File: src/rtl/divider.sv
// Sequential restoring divider: one quotient bit per clock.
// A start in IDLE or DONE latches the operands; N_BITS SHIFT cycles later the
// quotient/remainder registers load and done pulses for one cycle. A zero
// divisor skips SHIFT and reports all-ones quotient with the dividend as
// remainder, flagged by div_by_zero.
module divider #(
  parameter int N_BITS = 4
) (
  input  logic              clk,
  input  logic              reset,
  input  logic              start,
  input  logic [N_BITS-1:0] dividend,
  input  logic [N_BITS-1:0] divisor,
  output logic [N_BITS-1:0] quotient,
  output logic [N_BITS-1:0] remainder,
  output logic              busy,
  output logic              done,
  output logic              div_by_zero
);

  localparam logic [1:0] S_IDLE  = 2'd0;
  localparam logic [1:0] S_SHIFT = 2'd1;
  localparam logic [1:0] S_DONE  = 2'd2;

  localparam int             CW        = $clog2(N_BITS + 1);
  localparam logic [CW-1:0]  LAST_STEP = CW'(N_BITS - 1);

  logic [1:0]        state_q, state_d;
  logic [CW-1:0]     cnt_q,   cnt_d;
  logic [N_BITS-1:0] prem_q,  prem_d;   // partial remainder (always < divisor)
  logic [N_BITS-1:0] work_q,  work_d;   // dividend shifting out, quotient shifting in
  logic [N_BITS-1:0] dsr_q,   dsr_d;    // latched divisor
  logic [N_BITS-1:0] quot_q,  quot_d;
  logic [N_BITS-1:0] rem_q,   rem_d;
  logic              dbz_q,   dbz_d;

  logic [N_BITS:0]   trial;
  logic              ge;
  logic [N_BITS-1:0] step_rem;
  logic [N_BITS-1:0] step_work;

  // One restoring step: shift in the next dividend bit and subtract if it fits.
  // The difference is below the divisor, so N_BITS-wide modular subtraction
  // yields the exact result.
  always_comb begin
    trial     = {prem_q, work_q[N_BITS-1]};
    ge        = (trial >= {1'b0, dsr_q});
    step_rem  = ge ? (trial[N_BITS-1:0] - dsr_q) : trial[N_BITS-1:0];
    step_work = {work_q[N_BITS-2:0], ge};
  end

  // Control FSM and next-value selection for all datapath registers.
  always_comb begin
    state_d = state_q;
    cnt_d   = cnt_q;
    prem_d  = prem_q;
    work_d  = work_q;
    dsr_d   = dsr_q;
    quot_d  = quot_q;
    rem_d   = rem_q;
    dbz_d   = dbz_q;
    case (state_q)
      S_IDLE, S_DONE: begin
        if (start) begin
          if (divisor == '0) begin
            quot_d  = '1;
            rem_d   = dividend;
            dbz_d   = 1'b1;
            state_d = S_DONE;
          end else begin
            prem_d  = '0;
            work_d  = dividend;
            dsr_d   = divisor;
            cnt_d   = '0;
            state_d = S_SHIFT;
          end
        end else begin
          state_d = S_IDLE;
        end
      end
      S_SHIFT: begin
        prem_d = step_rem;
        work_d = step_work;
        cnt_d  = cnt_q + CW'(1);
        if (cnt_q == LAST_STEP) begin
          quot_d  = step_work;
          rem_d   = step_rem;
          dbz_d   = 1'b0;
          state_d = S_DONE;
        end
      end
      default: state_d = S_IDLE;
    endcase
  end

  // State registers with asynchronous active-low reset.
  always_ff @(posedge clk or negedge reset) begin
    if (!reset) begin
      state_q <= S_IDLE;
      cnt_q   <= '0;
      prem_q  <= '0;
      work_q  <= '0;
      dsr_q   <= '0;
      quot_q  <= '0;
      rem_q   <= '0;
      dbz_q   <= 1'b0;
    end else begin
      state_q <= state_d;
      cnt_q   <= cnt_d;
      prem_q  <= prem_d;
      work_q  <= work_d;
      dsr_q   <= dsr_d;
      quot_q  <= quot_d;
      rem_q   <= rem_d;
      dbz_q   <= dbz_d;
    end
  end

  assign quotient    = quot_q;
  assign remainder   = rem_q;
  assign div_by_zero = dbz_q;
  assign busy        = (state_q == S_SHIFT);
  assign done        = (state_q == S_DONE);

endmodule

File: config.mk
export PLATFORM = sky130hd
export DESIGN_NAME = divider
export DESIGN_NICKNAME = d
export VERILOG_FILES = /design/src/rtl/divider.sv
export SDC_FILE = /design/constraint.sdc
export NUM_CORES = 1
export LEC_CHECK = 0
export ABC_AREA = 0
export BUFFER_PORTS_ARGS = -buffer_cell sky130_fd_sc_hd__buf_4
export CELL_PAD_IN_SITES_DETAIL_PLACEMENT = 1
export CELL_PAD_IN_SITES_GLOBAL_PLACEMENT = 1
export CORE_MARGIN = 2
export CORE_UTILIZATION = 24
export DETAILED_ROUTE_END_ITERATION = 7
export PLACE_DENSITY_LB_ADDON = 0.1
export SLEW_MARGIN = 20
export SYNTH_ARGS = -nofsm -noshare
export SYNTH_HDL_FRONTEND = slang
export SYNTH_SLANG_ARGS = --single-unit
File: constraint.sdc
create_clock -name clk -period 2.4 [get_ports clk]
set_clock_uncertainty 0.15 [all_clocks]
set_input_delay 0.12 -clock clk [delete_from_list [all_inputs] [get_ports clk]]
set_output_delay 0.12 -clock clk [all_outputs]
set_load 0.02 [all_outputs]
==> qor.txt, run 1 <==
worst slew pin tran: 417 ps
DR DRC count: 0
Async SR Flop Fraction: 1.00
R2R setup slack: 290 ps
synthesized area: 1320 um^2
CP max stage delay: 440 ps
CP Capture Type: flop
Hold Crit Endpoint: work_q[2]$_DFFE_PN0P_
Post-synth EDFFs: 0
PD cells: 1430 nW/um^2
fin crit share: 0.881
worst vdd ir: 402 uV
clock sink count: 26
Hold Slack: 8.60 ps
largest family of logic cells by synthesized area: simple AND/OR/NAND/NOR gates
crit-path leading delay family: flip-flops
Die H: 78.2 um
arrival time worst endpoint: 2160 ps
Skew-Pair Late Insertion Delay: 260 ps
Final setup violation count: 0
HP Start: dividend[2]
clock network power share: 0.102
final critical-path required period: 2110 ps
RSZ-0062 raised after global routing: false
headroom to the max-slew limit: 0.721
status: finished clean
combinational share of power: 0.567
Crit Path Max Fanout: 4
routed via count: 1044
Reg2Reg Depth: 6
layout cells sized above 1: 0.226
Max Cap Viol: 0
row cnt: 27
stages on the worst setup path: 6
Top Ports: 22
WP data required: 2440 ps
Congestion Overflow GR: 0
Power Internal: 1360 uW
Yosys cell types: 34
Max Fclk: 473 MHz
R2R Path Start: prem_q[0]$_DFFE_PN0P_
Reg-to-Reg End: remainder[1]$_DFFE_PN0P_
drt pass-1 iters: 4
TritonCTS clock tree: yes
register area share after synthesis: 0.493
setup TNS: 0 ps
crit-path cells: ha_1, nor2b_4, o31a_1, nor2_2, mux2_2, a31oi_1
vias per cell: 4.42
htree depth: 1
Mapped Cells: 133
initial antenna violation count: 0
Startpoint Class: flop
Post-Synth Simple-Gate Area: 0.208
Hold/Removal Path Class: in -> reg
Hold Path Stages: 3
post-synthesis mux area share: 0.0578
Crit path buffers/inverters: 0
sequential share of power: 0.331
total wire length: 3340 um
# nets final: 184
Port-buffer cells: 21
power consumption: 2390 uW
gr usage total: 0.118
Post-DRT Antenna Nets: 0
pre-CTS WS: 287 ps
XOR/XNOR Fraction of Synth Area: 0.00664
global-route wire length before repair: 5620 um
placed cell area: 1560 um^2
CTS Buffer Depth: 2
Final Worst Setup Slack: 287 ps
CTS clk-pin slew, worst paths: 90 ps
CORE AREA: 5410 um^2
cts bufs inserted: 3
kind of critical path: reg -> reg
Final Max Slew Viols: 0
area grow syn2layout: 26.8%
Synth Area in Compound Gates: 0.117
P_sw: 1040 uW
final hold violation count: 0
root buf cell: clkbuf_8
CP max stage cell: dfrtp_1
mean post-synth cell area: 9.92 um^2
initial DRC count: 22
Yosys warnings: 0
starting density of the core: 0.244
largest net degree at the start of global routing: 27
Design Area, Final: 1670 um^2
P_leak: 0.000763 uW
ys flop type: dfrtp_1
Yosys reg bits: 26
Post-Synth Adder-Cell Area: 0.0720
switching share of power: 0.433
Detailed Place HPWL: 2570 um
# diodes: 0
Post-Syn Nets: 151
routability congestion estimate: 0.812
DIE AREA: 6110 um^2
wire per inst: 14.2 um
vias in the first global route: 1103
DIE WIDTH: 78.2 um
## synth_stat cells (2+ instances only)
cell,number,share of area
nand2_1,30,0.085
a21oi_1,6,0.023
mux2i_1,5,0.038
o21ai_0,10,0.038
a31oi_1,2,0.0095
ha_1,6,0.057
o22ai_1,2,0.0095
dfrtp_1,26,0.49
nor2_1,8,0.023
nand2b_1,2,0.0095
buf_6,2,0.017
inv_1,6,0.017
nand3_1,4,0.015
nor2_2,2,0.0095
or3_1,2,0.0095
nor2b_1,2,0.0095
## per-layer routing
layer  wire [um]  up-vias  share of wire  global-route usage
li1            -      513              -                   -
met5           0        -              0                   0
met1        1640      516           0.49               0.159
met4          22        0         0.0066              0.0263
met3          87        2          0.026              0.0207
met2        1590       13           0.48               0.198
## logic make-up (layout without fill, tap and decap cells)
group | after synthesis | after routing
simple gates | 56 | 56
fa+ha+maj | 7 | 7
compound gates | 25 | 25
buf+inv | 11 | 42
mux | 7 | 7
xor+xnor | 1 | 1
flops | 26 | 26
## cell type report
class / count / area, um^2
Fill cell: 646 / 3730
Sequential cell: 26 / 651
Clock buffer: 3 / 41.3
Tap cell: 72 / 90.1
Inverter: 7 / 26.3
Multi-Input combinational cell: 96 / 608
Timing Repair Buffer: 32 / 258
## cells in the final DEF, fill, tap and decap left out, drive strengths merged, types with 2 or more instances in the layout
master and count:
nand2 31, clkbuf 3, nor2b 3, a31oi 2, nor2 10, buf 25, or3 2, ha 6
a21oi 6, inv 7, mux2i 5, mux2 2, dfrtp 26, dlygate4sd3 7, nand3 4, o21ai 10
o22ai 2, nand2b 2
## worst max path at each step
stage	endpoint	start
finish	remainder[1]$_DFFE_PN0P_	prem_q[0]$_DFFE_PN0P_
global route	cnt_q[0]$_DFFE_PN0P_	divisor[1]
CTS	remainder[1]$_DFFE_PN0P_	prem_q[0]$_DFFE_PN0P_
detailed placement	remainder[1]$_DFFE_PN0P_	prem_q[0]$_DFFE_PN0P_
global placement	remainder[1]$_DFFE_PN0P_	prem_q[0]$_DFFE_PN0P_
floorplan	remainder[1]$_DFFE_PN0P_	prem_q[0]$_DFFE_PN0P_
## per-stage QoR
stage                util  cells
detailed placement  0.289    226
CTS                 0.310    236
global placement    0.289    226
global route        0.310    236
floorplan               -    133
finish              0.310    236
## flip-flops by register name (all words and copies together) (netlist names)
signal and flops:
dsr_q 4, prem_q 4, quotient 4, remainder 4, work_q 4, cnt_q 3
state_q 2, div_by_zero 1
## tightest hold or removal path, cell delays in order
cell and delay, ps:
buf_4 80, mux2i_1 50, o21ai_0 130
## power by group through the flow
stage	clock [uW]	sequential [uW]	combinational (uW)
finish	245	791	1360
global route	286	824	1540
CTS	265	795	1390
detailed placement	0	804	1380
global placement	0	798	1350
floorplan	0	846	886
## what timing repair did
item	CTS	global route
hold buffers	7	0
gates resized for setup	0	0
hold endpoints to repair	32	0
setup buffers	0	0
Note: power is estimated with default switching activity, not from simulation.
==> inputs of run 2 (changes only) <==
- CELL_PAD_IN_SITES_DETAIL_PLACEMENT: 1 -> default
- CELL_PAD_IN_SITES_GLOBAL_PLACEMENT: 1 -> default
- PLACE_DENSITY: default -> 0.44
- PLACE_DENSITY_LB_ADDON: 0.1 -> default
==> run 2 against run 1 <==
  * Non-clock buffer count shrank 1
  * Critical path depth is the same
  * Design area grew 1.3%
  * Via count shrank 5.7%
  * Die area is the same
  * Flip-flop and latch count is the same
  * Critical endpoint unchanged
  * Largest power group unchanged
==> qor.txt, run 2 (synthesized netlist as in run 1, its figures left out) <==
row cnt: 27 (unchanged)
Skew-Pair Late Insertion Delay: 270 ps (was 260 ps)
Fillers: 583 (was 646)
CTS Buffer Depth: 2 (unchanged)
Max Fclk: 473 MHz (about the same)
DIE AREA: 6110 um^2 (unchanged)
Startpoint Class: flop (unchanged)
htree depth: 1 (unchanged)
Detailed Place HPWL: 2310 um (was 2570 um)
PD cells: 1460 nW/um^2 (was 1430 nW/um^2)
starting density of the core: 0.244 (unchanged)
P_leak: 0.000772 uW (was 0.000763 uW)
global-route wire length before repair: 5180 um (was 5620 um)
final hold violation count: 0 (unchanged)
status: finished clean (unchanged)
CORE AREA: 5410 um^2 (unchanged)
clock sink count: 26 (unchanged)
Max Cap Viol: 0 (unchanged)
R2R setup slack: 290 ps (about the same)
commonest non-fill, non-tap cell in the layout: nand2_1 (unchanged)
Die H: 78.2 um (unchanged)
Congestion Overflow GR: 0 (unchanged)
DR DRC count: 0 (unchanged)
Final setup violation count: 0 (unchanged)
vias per cell: 4.17 (was 4.42)
Port-buffer cells: 21 (unchanged)
total wire length: 2960 um (was 3340 um)
wire per inst: 12.5 um (was 14.2 um)
kind of critical path: reg -> reg (unchanged)
initial antenna violation count: 0 (unchanged)
DIE WIDTH: 78.2 um (unchanged)
CP Capture Type: flop (unchanged)
arrival time worst endpoint: 2160 ps (about the same)
area grow syn2layout: 28.5% (was 26.8%)
WP data required: 2440 ps (about the same)
# nets final: 183 (was 184)
final critical-path required period: 2110 ps (about the same)
root buf cell: clkbuf_8 (unchanged)
drt pass-1 iters: 4 (unchanged)
Top Ports: 22 (unchanged)
# diodes: 0 (unchanged)
fin crit share: 0.881 (about the same)
CTS clk-pin slew, worst paths: 90 ps (about the same)
worst slew pin tran: 563 ps (was 417 ps)
vias in the first global route: 1048 (was 1103)
RSZ-0062 raised after global routing: false (unchanged)
Final Max Slew Viols: 0 (unchanged)
Hold/Removal Path Class: in -> reg (unchanged)
Hold Slack: 10.9 ps (was 8.60 ps)
cts bufs inserted: 3 (unchanged)
Post-DRT Antenna Nets: 0 (unchanged)
headroom to the max-slew limit: 0.624 (was 0.721)
TritonCTS clock tree: yes (unchanged)
initial DRC count: 27 (was 22)
setup TNS: 0 ps (unchanged)
routability congestion estimate: 0.747 (was 0.812)
commonest cells after routing, fill and taps aside: 30 x nand2_1, 26 x dfrtp_1, 24 x buf_4 (was 30 x nand2_1, 26 x dfrtp_1, 25 x buf_4)
worst vdd ir: 548 uV (was 402 uV)
layout cells sized above 1: 0.226 (unchanged)
gr usage total: 0.107 (was 0.118)
Crit Path Max Fanout: 4 (unchanged)
routed via count: 985 (was 1044)
largest net degree at the start of global routing: 27 (unchanged)
run 2: cell types whose count changed in the layout (fill, tap and decap cells not counted), sizes merged:
cell / change
bufinv: +1
buf: -1
run 2: what timing repair did:
| item | 4_1_cts | 5_1_grt |
|---|---|---|
| setup buffers | 0 | 0 |
| resized for setup | 0 | 0 |
| endpoints found under the hold margin | 32 | 0 |
| hold buffers | 7 | 0 |
run 2: area by class of cell:
| cell class | count | area, um^2 | share of cell area |
|---|---|---|---|
| Clock inverter | 1 | 30.0 | 0.0177 |
| Clock buffer | 3 | 41.3 | 0.0243 |
| Multi-Input combinational cell | 96 | 608 | 0.358 |
| Sequential cell | 26 | 651 | 0.383 |
| Tap cell | 72 | 90.1 | 0.0531 |
| Inverter | 7 | 26.3 | 0.0155 |
| Timing Repair Buffer | 31 | 250 | 0.147 |
run 2: layer usage:
layer	part of all wire	up-vias	global-route usage
met4	0.0064	0	0.0263
met3	0.022	2	0.0138
met5	0	-	0
met1	0.50	455	0.151
met2	0.47	12	0.174
li1	-	516	-
run 2: worst max-delay path, stage by stage (launching register included):
cell	delay [ps]
dfrtp_1	450
ha_1	340
nor2b_4	140
o31a_1	270
nor2_2	170
mux2_2	380
a31oi_1	150
run 2: where the power goes:
| part | internal (uW) | switching (uW) |
|---|---|---|
| Sequential | 653 | 131 |
| Clock | 223 | 139 |
| Combinational | 582 | 751 |
| Total | 1460 | 1020 |
run 2: worst paths after layout:
check                                            from                       end  depth (start not counted)
worst min register to register  prem_q[3]$_DFFE_PN0P_     prem_q[3]$_DFFE_PN0P_                          2
max in group asynchronous                       reset     work_q[3]$_DFFE_PN0P_                          2
worst max register to register  prem_q[0]$_DFFE_PN0P_  remainder[1]$_DFFE_PN0P_                          6
worst max-delay path            prem_q[0]$_DFFE_PN0P_  remainder[1]$_DFFE_PN0P_                          6
worst min-delay path                      dividend[2]     work_q[2]$_DFFE_PN0P_                          3
min in group asynchronous                       reset   quotient[0]$_DFFE_PN0P_                          2
run 2: stage by stage:
step	worst slack, ps	cell area [um^2]	utilization	std cells	power, uW
finish	287	1700	0.314	236	2480
global route	187	1700	0.314	236	2720
CTS	278	1700	0.314	236	2520
detailed placement	276	1560	0.288	225	2140
global placement	371	1560	0.288	225	2110
floorplan	425	1320	-	133	1730
==> inputs of run 3 (changes only) <==
--- a/config.mk
+++ b/config.mk
@@ -8,8 +8,10 @@
 export ABC_AREA = 0
 export BUFFER_PORTS_ARGS = -buffer_cell sky130_fd_sc_hd__buf_4
+export CELL_PAD_IN_SITES_DETAIL_PLACEMENT = 1
+export CELL_PAD_IN_SITES_GLOBAL_PLACEMENT = 1
 export CORE_MARGIN = 2
 export CORE_UTILIZATION = 24
 export DETAILED_ROUTE_END_ITERATION = 7
-export PLACE_DENSITY = 0.44
+export PLACE_DENSITY = 0.52
 export SLEW_MARGIN = 20
 export SYNTH_ARGS = -nofsm -noshare
==> constraint.sdc (replaced) <==
create_clock -name clk -period 2.4 [get_ports clk]
set_clock_uncertainty 0.15 [all_clocks]
set_input_delay 0.24 -clock clk [delete_from_list [all_inputs] [get_ports clk]]
set_output_delay 0.24 -clock clk [all_outputs]
set_load 0.02 [all_outputs]
==> run 3 against run 2 <==
  * Flip-flop and latch count stayed put
  * Design area is 4.0% lower
  * Hold slack gained 33 ps
  * Cell count is 3.0% lower
  * Via count grew 3.4%
  * Total power increased by 0.54%
  * Die area unchanged
  * Non-clock buffer count decreased by 7
  * Clock power grew 4%
  * First-iteration DRC count decreased by 7.4%
  * Global-route usage up 0.68 points
  * Combinational power barely moved
  * Critical path type unchanged
==> qor.txt, run 3 (synthesized netlist as in run 1, its figures left out) <==
DR DRC count: 0 (unchanged)
Hold Crit Endpoint: dsr_q[1]$_DFFE_PN0N_ (was work_q[2]$_DFFE_PN0P_)
CTS clk-pin slew, worst paths: 100 ps (was 90 ps)
Final Max Slew Viols: 0 (unchanged)
worst vdd ir: 405 uV (was 548 uV)
arrival time worst endpoint: 2180 ps (was 2160 ps)
Top Ports: 22 (unchanged)
RSZ-0062 raised after global routing: false (unchanged)
global-route wire length before repair: 5470 um (was 5180 um)
power consumption: 2490 uW (was 2480 uW)
Startpoint Class: flop (unchanged)
commonest cells after routing, fill and taps aside: 30 x nand2_1, 26 x dfrtp_1, 23 x buf_4 (was 30 x nand2_1, 26 x dfrtp_1, 24 x buf_4)
final std cells w/o fill: 229 (was 236)
placed insts: 224 (was 225)
initial antenna violation count: 0 (unchanged)
vias per cell: 4.45 (was 4.17)
DIE AREA: 6110 um^2 (unchanged)
Max Cap Viol: 0 (unchanged)
largest net degree at the start of global routing: 27 (unchanged)
P_leak: 0.000742 uW (was 0.000772 uW)
worst slew pin tran: 597 ps (was 563 ps)
clock sink count: 26 (unchanged)
starting density of the core: 0.244 (unchanged)
Fillers: 642 (was 583)
Skew-Pair Late Insertion Delay: 280 ps (was 270 ps)
PD cells: 1530 nW/um^2 (was 1460 nW/um^2)
commonest non-fill, non-tap cell in the layout: nand2_1 (unchanged)
status: finished clean (unchanged)
WP data required: 2460 ps (was 2440 ps)
kind of critical path: reg -> reg (unchanged)
root buf cell: clkbuf_8 (unchanged)
Hold/Removal Path Class: in -> reg (unchanged)
cts bufs inserted: 3 (unchanged)
DIE WIDTH: 78.2 um (unchanged)
Die H: 78.2 um (unchanged)
setup TNS: 0 ps (unchanged)
final critical-path required period: 2120 ps (was 2110 ps)
CORE AREA: 5410 um^2 (unchanged)
CTS Buffer Depth: 2 (unchanged)
HP Start: divisor[1] (was dividend[2])
gr usage total: 0.114 (was 0.107)
Design Area, Final: 1630 um^2 (was 1700 um^2)
Max Fclk: 472 MHz (was 473 MHz)
placed cell area: 1550 um^2 (was 1560 um^2)
routed via count: 1018 (was 985)
initial DRC count: 25 (was 27)
row cnt: 27 (unchanged)
layout cells sized above 1: 0.229 (was 0.226)
Port-buffer cells: 21 (unchanged)
Detailed Place HPWL: 2480 um (was 2310 um)
vias in the first global route: 1090 (was 1048)
htree depth: 1 (unchanged)
Congestion Overflow GR: 0 (unchanged)
drt pass-1 iters: 4 (unchanged)
final hold violation count: 0 (unchanged)
Crit Path Max Fanout: 4 (unchanged)
R2R setup slack: 280 ps (was 290 ps)
Post-DRT Antenna Nets: 0 (unchanged)
Hold Path Stages: 3 (unchanged)
R2R Path Start: prem_q[0]$_DFFE_PN0P_ (unchanged)
Reg-to-Reg End: remainder[1]$_DFFE_PN0P_ (unchanged)
Final setup violation count: 0 (unchanged)
Reg2Reg Depth: 6 (unchanged)
fin crit share: 0.883 (was 0.881)
Setup Buffers After CTS: 0 (unchanged)
# diodes: 0 (unchanged)
CP Capture Type: flop (unchanged)
TritonCTS clock tree: yes (unchanged)
# nets final: 176 (was 183)
total wire length: 3210 um (was 2960 um)
area grow syn2layout: 23.4% (was 28.5%)
headroom to the max-slew limit: 0.602 (was 0.624)
routability congestion estimate: 0.787 (was 0.747)
wire per inst: 14.0 um (was 12.5 um)
run 3: worst max-delay path, cell delays in order (launching register included):
cell	delay, ps
dfrtp_1	450
ha_1	340
nor2b_4	130
o31a_1	270
nor2_2	180
mux2_2	370
a31oi_1	150
run 3: final cells by class:
| class | count | area (um^2) | share of cell area |
|---|---|---|---|
| Clock inverter | 1 | 30.0 | 0.0184 |
| Tap cell | 72 | 90.1 | 0.0553 |
| Inverter | 7 | 26.3 | 0.0161 |
| Timing Repair Buffer | 24 | 183 | 0.112 |
| Sequential cell | 26 | 651 | 0.399 |
| Clock buffer | 3 | 41.3 | 0.0253 |
| Multi-Input combinational cell | 96 | 608 | 0.373 |
run 3: how the worst max path moves through the flow:
stage               slack, ps                        to  depth (start not counted)             startpoint
floorplan                 430  remainder[1]$_DFFE_PN0P_                          6  prem_q[0]$_DFFE_PN0P_
global placement          370  remainder[1]$_DFFE_PN0P_                          6  prem_q[0]$_DFFE_PN0P_
detailed placement        310  remainder[1]$_DFFE_PN0P_                          6  prem_q[0]$_DFFE_PN0P_
CTS                       290  remainder[1]$_DFFE_PN0P_                          6  prem_q[0]$_DFFE_PN0P_
global route              120  remainder[1]$_DFFE_PN0P_                          6  prem_q[0]$_DFFE_PN0P_
finish                    280  remainder[1]$_DFFE_PN0P_                          6  prem_q[0]$_DFFE_PN0P_
run 3: where the power goes:
group          internal, uW  leakage, uW  total, uW  switching (uW)
logic                   565     0.000401       1320             760
clock network           224    0.0000357        377             154
registers               653     0.000306        791             138
total                  1440     0.000742       2490            1050
run 3: stage by stage:
| stage | setup slack, ps | hold WS (ps) | utilization |
|---|---|---|---|
| final | 280 | 43.5 | 0.301 |
| after global routing | 124 | 65.7 | 0.301 |
| after CTS | 287 | 47.9 | 0.301 |
| after detailed placement | 311 | 31.6 | 0.286 |
| after global placement | 369 | 27.4 | 0.286 |
| after floorplan | 425 | -206 | - |
run 3: what timing repair did:
action	in CTS	in global routing
resized for setup	0	0
setup endpoints to repair	0	0
hold buffers	1	0
endpoints found under the hold margin	26	0
run 3: metal layers:
layer	part of all wire	GRT usage	wire, um
met5	0	0	0
met3	0.032	0.0207	101
met4	0.014	0.0368	44
met1	0.49	0.156	1560
met2	0.47	0.182	1490
